[src/rtl/frame_writer.sv]
// Double-buffered RGB frame store for an LED matrix: pixel writes land in the back buffer, scans read the front buffer.
// Latency: writes commit at the accepting edge; scan data appears one cycle after SCAN_VALID.
// Backpressure: WR_READY is low while clearing, swapping, or while a swap is pending; scan reads are never stalled.
module frame_writer #(
  parameter int rows    = 8,
  parameter int columns = 12
) (
  input  logic            CLK,
  input  logic            RST,
  input  logic            WR_VALID,
  output logic            WR_READY,
  input  logic [3:0]      WR_X,
  input  logic [2:0]      WR_Y,
  input  logic [2:0]      WR_COLOR,
  input  logic            WR_CLEAR,
  output logic            WR_ERR,
  input  logic            SWAP,
  input  logic            SCAN_VALID,
  input  logic [3:0]      SCAN_COL,
  output logic [rows-1:0] ROW_R,
  output logic [rows-1:0] ROW_G,
  output logic [rows-1:0] ROW_B,
  output logic            DATA_VALID,
  output logic            BUSY
);

  localparam logic [4:0] NCOL     = 5'(columns);
  localparam logic [3:0] NROW     = 4'(rows);
  localparam logic [3:0] COL_LAST = 4'(columns - 1);

  typedef enum logic [1:0] {IDLE, CLEAR, SWAP_WAIT} state_t;

  state_t         state, state_nxt;
  logic           ptr;        // selects the front buffer; the back buffer is ~ptr
  logic           back;
  logic           pending;
  logic [3:0]     clr_col;
  logic           wr_acc;
  logic           wr_in_range;
  logic           scan_last;
  logic           swap_fire;

  // one column vector per colour plane, indexed [buffer][column]
  logic [rows-1:0] mem_r [2][columns];
  logic [rows-1:0] mem_g [2][columns];
  logic [rows-1:0] mem_b [2][columns];

  assign back        = ~ptr;
  assign wr_acc      = WR_VALID & WR_READY;
  assign wr_in_range = ({1'b0, WR_X} < NCOL) && ({1'b0, WR_Y} < NROW);
  assign scan_last   = SCAN_VALID && (SCAN_COL == COL_LAST);
  // the pointer only flips on the last column of a scan so a frame is never torn
  assign swap_fire   = (state == SWAP_WAIT) && scan_last;

  // next-state and handshake outputs
  always_comb begin
    state_nxt = state;
    WR_READY  = 1'b0;
    BUSY      = 1'b0;
    case (state)
      IDLE: begin
        WR_READY = ~pending;
        if (wr_acc && WR_CLEAR) state_nxt = CLEAR;
        else if (pending)       state_nxt = SWAP_WAIT;
      end
      CLEAR: begin
        BUSY = 1'b1;
        if (clr_col == COL_LAST) state_nxt = IDLE;
      end
      SWAP_WAIT: begin
        BUSY = 1'b1;
        if (scan_last) state_nxt = IDLE;
      end
      default: state_nxt = IDLE;
    endcase
  end

  // state register, buffer pointer, swap request latch and clear column counter
  always_ff @(posedge CLK) begin
    if (RST) begin
      state   <= IDLE;
      ptr     <= 1'b0;
      pending <= 1'b0;
      clr_col <= '0;
    end else begin
      state   <= state_nxt;
      if (swap_fire) ptr <= ~ptr;
      pending <= swap_fire ? 1'b0 : (pending | SWAP);
      clr_col <= (state == CLEAR) ? clr_col + 4'd1 : 4'd0;
    end
  end

  // out-of-range write indication, one cycle after the accepting edge
  always_ff @(posedge CLK) begin
    if (RST) WR_ERR <= 1'b0;
    else     WR_ERR <= wr_acc & ~WR_CLEAR & ~wr_in_range;
  end

  // back-buffer updates: column-per-cycle clear, or a single pixel write
  always_ff @(posedge CLK) begin
    if (RST) begin
      for (int i = 0; i < 2; i++) begin
        for (int j = 0; j < columns; j++) begin
          mem_r[i][j] <= '0;
          mem_g[i][j] <= '0;
          mem_b[i][j] <= '0;
        end
      end
    end else if (state == CLEAR) begin
      mem_r[back][clr_col] <= '0;
      mem_g[back][clr_col] <= '0;
      mem_b[back][clr_col] <= '0;
    end else if (wr_acc && !WR_CLEAR && wr_in_range) begin
      mem_r[back][WR_X][WR_Y] <= WR_COLOR[2];
      mem_g[back][WR_X][WR_Y] <= WR_COLOR[1];
      mem_b[back][WR_X][WR_Y] <= WR_COLOR[0];
    end
  end

  // front-buffer column read; the old pointer is used on the swap edge
  always_ff @(posedge CLK) begin
    if (RST) begin
      DATA_VALID <= 1'b0;
      ROW_R      <= '0;
      ROW_G      <= '0;
      ROW_B      <= '0;
    end else begin
      DATA_VALID <= SCAN_VALID;
      if (SCAN_VALID) begin
        if ({1'b0, SCAN_COL} < NCOL) begin
          ROW_R <= mem_r[ptr][SCAN_COL];
          ROW_G <= mem_g[ptr][SCAN_COL];
          ROW_B <= mem_b[ptr][SCAN_COL];
        end else begin
          ROW_R <= '0;
          ROW_G <= '0;
          ROW_B <= '0;
        end
      end
    end
  end

endmodule

[config.mk]
export PLATFORM = sky130hd
export DESIGN_NAME = frame_writer
export DESIGN_NICKNAME = d
export VERILOG_FILES = /design/src/rtl/frame_writer.sv
export SDC_FILE = /design/constraint.sdc
export NUM_CORES = 1
export LEC_CHECK = 0
export CAP_MARGIN = 20
export CORE_MARGIN = 1.5
export CORE_UTILIZATION = 51
export CTS_CLUSTER_DIAMETER = 60
export DETAILED_ROUTE_END_ITERATION = 10
export DONT_BUFFER_PORTS = 1
export GPL_TIMING_DRIVEN = 0
export PLACE_DENSITY = 0.73
export SETUP_SLACK_MARGIN = 0.05
export SKIP_CTS_REPAIR_TIMING = 1
export SLEW_MARGIN = 15
export SYNTH_ARGS = -nofsm -noshare
export SYNTH_HDL_FRONTEND = slang
export SYNTH_SLANG_ARGS = --single-unit
[constraint.sdc]
create_clock -name CLK -period 3.5 [get_ports CLK]
set_input_delay 0.175 -clock CLK [delete_from_list [all_inputs] [get_ports CLK]]
set_output_delay 0.175 -clock CLK [all_outputs]
set_load 0.005 [all_outputs]
Yosys cells after proc, flatten, opt, wreduce, memory -nomap -nowiden
Memories as Yosys holds them, arrays and structs flattened. A register that Yosys moved wholly into a read port is not among the register bits.
Index checks and enable logic that the tools add are counted.
{ "op_classes": {"order_cmp": 9, "bitwise_logic": 300, "n_addsub": 1, "mux": 337, "n_reduce_logical": 17, "eq_ne": 7} }
{ "ops": {"columns": ["op", "n"], "rows": [
  ["$mux W96", 8],
  ["$mux W1", 307],
  ["$or A1 B1 Y1", 289],
  ["$reduce_or A96 Y1", 3],
  ["$bmux W8 S4", 3],
  ["$mux W8", 11],
  ["$demux W8 S4", 2],
  ["$ge A5 B5 Y1 const B", 3],
  ["$not A4 Y5", 3],
  ["$lt A5 B1 Y1 const B", 2],
  ["$eq A4 B4 Y1 const B", 2],
  ["$logic_and A1 B1 Y1", 8],
  ["$lt A4 B4 Y1 const B", 2],
  ["$mux W2", 4],
  ["$pmux W2 S3", 1],
  ["$reduce_or A2 Y1", 3],
  ["$not A1 Y1", 5],
  ["$add A4 B1 Y4 const B", 1],
  ["$lt A3 B4 Y1 const B", 1],
  ["$ne A2 B2 Y1 const B", 2],
  ["$and A1 B1 Y1", 3],
  ["$demux W1 S3", 1],
  ["$ge A3 B1 Y1 const B", 1],
  ["$ne A3 B3 Y1 const B", 1],
  ["5 further kinds", 5]
]} }
{ "totals": {"ram_bits": 576, "wordCells": 683, "out_inout_bits": 28, "in_bits": 20, "memories": 3, "ff_bits": 34} }
{ "mem_list": {"columns": ["name", "depth", "word_bits", "read_ports", "rd_clocked_by_memory_dff", "write_ports", "line_no", "source"], "rows": [
  ["mem_b", 2, 96, 1, 1, 2, "46", "logic [rows-1:0] mem_b [2][columns];"],
  ["mem_g", 2, 96, 1, 1, 2, "45", "logic [rows-1:0] mem_g [2][columns];"],
  ["mem_r", 2, 96, 1, 1, 2, "44", "logic [rows-1:0] mem_r [2][columns];"]
]} }

Depth between registers and ports, before layout
{ "logic_depth": {"ltp_word": 12, "depth_mapped": 10, "depth_no_buf": 7} }

Least setup slack after synthesis
Ideal clock, no wire load.
{ "synth_path": {"kind": "reg2reg", "startpoint": "reg state[1]", "endpoint": "mem mem_b[0][83] (netlist name), enable pin", "path_buffers": 3, "t_arrival_ps": 2313, "path_stages_with_launch": 10, "setup_ps": 326, "required_ps": 3174, "slack_ps": 861, "period_less_slack_ps": 2639, "path_cell_list": "dfxtp_1 -> inv_1 -> ha_1 -> buf_6 -> or4b_4 -> buf_6 -> buf_6 -> nor4_4 -> a21oi_1 -> o21bai_1"} }
{ "synth_rtl": {"columns": ["item", "line_no", "source"], "rows": [
  ["start: declaration", "33", "state_t state, state_nxt;"],
  ["start signal: assignment", "86", "state <= state_nxt;"],
  ["end: declaration", "46", null]
]} }

==> summary.txt <==
Timing
  – Worst-Margin Slew: 1395 ps
  – Crit path time final: approximately 3400 ps
  – Worst slew margin: 0.07015
  – Worst-case clock skew: 19.25 ps
  – Worst hold slack: roughly 8 ps
  – Final Max Slew Viols: 0
  – Final period util: 0.9754
  – RSZ-0062 raised after global routing: false
  – Max frequency: roughly 290 MHz
  – Final Hold Viols: 0
  – Setup-failing EPs final: 0

Routing
  – Routed WL: between 100 and 150 mm
  – Post-route ant nets: 0
  – Drc violations: 0
  – Vias post-DR: around 22000
  – Pre-antenna DRT Iters: 7
  – Via density: 7.209
  – WL per Instance: 40.23 µm
  – DR iter-0 viols: about 4700

Layout
  – Final nets: between 2000 and 2500
  – Filler cells: 4593
  – Layout cells sized above 1: 0.1622
  – Final non-filler cell total: 3117
  – Area grow syn2layout: 12.44%

GRT
  – Grt ovf: 0
  – Number of global-route vias before repair: 21510
  – Initial antenna violation count: 12
  – First-pass GRT wire length: 168.6 mm
  – Gr usage total: 0.4250
  – Largest net degree at the start of global routing: 15

Synth
  – Most numerous cell in the Yosys netlist: edfxtp_1
  – Number of synthesis warnings: 0
  – Area contributors post-synth: edfxtp_1 (59%), mux4_2 (13%), nor2_1 (6.6%)
  – Post-synth EDFFs: 576
  – Synth async-reset ratio: 0
  – Synth top area share: 0.5920
  – Netlist cell types: 53
  – Register bit total from synthesis: slightly above 600
  – Syn Std Cell Area: between 20000 and 30000 µm²
  – Syn Area/Cell: between 10 and 15 µm²
  – Main flop type after synthesis: edfxtp_1
  – Sequential area share after synthesis: 0.6160
  – Post-synth top area cell: edfxtp_1
  – Post-synthesis instance total: between 2000 and 2500
  – Most instantiated cells after synthesis: edfxtp_1 (576), nor2_1 (515), mux4_2 (168), clkbuf_1 (165), o21bai_1 (144)
  – Synth Net Count: 2229

Setup path
  – Worst setup EP type: register
  – Critical Path Most Common Cell: clkbuf_1
  – Crit start category: register
  – Worst-path cell chain: inv_1 > ha_1 > buf_6 > nor4b_4 > clkbuf_1 > nand4_1 > clkbuf_1 > nor2_1
  – CP max stage cell: clkbuf_1
  – Worst Path Max Fanout: 10
  – Max incr delay on CP: between 600 and 700 ps
  – Setup CP Type: register to register
  – Crit path required time: between 3000 and 4000 ps
  – Worst Path Arrival: between 3000 and 4000 ps

Placed design
  – DP HPWL: roughly 90 mm
  – Gp weighted congestion: 1.082
  – Placed Cells: 2965
  – # port buffers: 0

Floorplanning
  – Die Area: between 50000 and 60000 µm²
  – Initial Utilization: 0.5172
  – CORE AREA: 56500 µm²
  – Ports: 48
  – Die X-Extent: around 240 µm
  – Chip height: approximately 240 µm
  – # rows: 87

Clock tree
  – Bufs on Longest Clock Path: 3
  – Clock latency on the worst-skew pair: about 630 ps
  – Sink Count: between 600 and 700
  – Cts bufs inserted: around 70
  – CTS tree: done
  – H-tree depth: 3
  – Root Buffer: clkbuf_16
  – Clk slew on worst S/H paths: 60 ps

Pwr
  – PD cells: roughly 520 nW/µm²
  – Max rail drop VDD: 0.5376 mV
  – Leak: 10.81 nW
  – Total power draw: roughly 17 mW

Worst hold path
  – Hold WC Path Type: input pin to register

Flow run
  – Maxcap violations: 0

Run status
  – Outcome: completed
## cells in the final DEF (no fill, tap or decap), types with 4 or more instances in the layout
cell type / netlist / final
nor2b_1: 4 / 4
buf_4: 5 / 12
buf_6: 5 / 15
dfxtp_1: 35 / 35
bufinv_16: 0 / 10
nand3b_1: 7 / 7
buf_1: 7 / 5
clkinv_2: 0 / 7
nand2_1: 103 / 103
nor2_1: 515 / 514
buf_8: 0 / 4
o21bai_1: 144 / 144
mux2_2: 24 / 24
or3_1: 4 / 4
mux4_2: 168 / 168
nor3_1: 18 / 16
a21oi_1: 70 / 70
edfxtp_1: 576 / 576
nand4_1: 13 / 13
diode_2: 0 / 6
a21o_1: 46 / 46
a211oi_1: 24 / 24
a22oi_1: 24 / 24
clkbuf_16: 0 / 71
clkbuf_1: 165 / 173
ha_1: 7 / 7
o21ai_0: 17 / 14
and3_1: 56 / 56
nand2b_1: 13 / 13
and2_1: 56 / 56
inv_1: 6 / 6
dlygate4sd3_1: 0 / 5
clkinv_1: 2 / 13
nand3_1: 15 / 15
clkbuf_2: 0 / 9
nor4_4: 7 / 9
buf_2: 25 / 29
## logic make-up after synthesis
group	after synthesis	share of synthesized area
AOI/OAI and AO/OA	334	0.07845
buffers and inverters	215	0.03062
adders and majority gates	7	0.002997
and+or+nand+nor	840	0.1323
xor gates and xnor gates	3	0.0008994
DFF	611	0.6160
muxes	192	0.1387
## metrics by stage
stage / setup TNS [ps] / setup WS [ps] / util / cell area (µm²)
final: 0 / 86.05 / 0.5815 / 32850
after global routing: 0 / 56.68 / 0.5813 / 32840
after CTS: -24250 / -386.1 / 0.5758 / 32530
after detailed placement: -19660 / -382.7 / 0.5354 / 30250
after global placement: -34290 / -620.1 / 0.5339 / 30160
after floorplan: 0 / 860.7 / - / 29220
## flip-flops by register name (all words and copies together) (netlist names), named ones only
register    flops
mem_b         192
ROW_B           8
pending         1
mem_g         192
DATA_VALID      1
WR_ERR          1
mem_r         192
ROW_G           8
ROW_R           8
clr_col         4
state           2
ptr             1
## path summary, 6_finish.rpt
path	from	to	slack [ps]	cells after the start
min	SCAN_VALID	ROW_R[4]$_SDFFE_PP0P_	8	3
min reg2reg	clr_col[0]$_SDFF_PP0_	clr_col[0]$_SDFF_PP0_	490	1
max	state[1]$_SDFFE_PP0P_	mem_g[0][6]$_SDFFCE_PN0P_	90	8
max reg2reg	state[1]$_SDFFE_PP0P_	mem_g[0][6]$_SDFFCE_PN0P_	90	8
## layout make-up
cell class              count  area, µm²  area share
repair buffers             32      335.3     0.01021
plain buffers             207      875.8     0.02666
well taps                 756      945.9     0.02879
inverters                   8      30.03   0.0009140
diodes                      6      15.01   0.0004570
clock buffers              88       1861     0.05663
clock inverters            33      417.9     0.01272
flip-flops and latches    611      18000      0.5478
multi-input cells        1376      10380      0.3158
## layer usage
metal	up-vias	wire length, µm	global-route usage
met5	-	75	0
met4	10	10550	0.2814
met3	567	20600	0.1756
met2	2422	53400	0.6203
met1	11040	40790	0.5193
li1	8426	-	-
## power breakdown
group | total (mW) | internal, mW | switching, mW
registers | 8.33 | 8.23 | 0.0981
clock network | 7.50 | 4.49 | 3.02
logic | 1.24 | 0.374 | 0.869
total | 17.1 | 13.1 | 3.98
## worst max-delay path: cells and delay by family, from the launching register on
kind	cells	cell delay [ps]
buf+inv	4	1370
flops	1	340
fa+ha+maj	1	200
simple gates	3	1310
No activity file was read; power rests on OpenSTA's default activity.
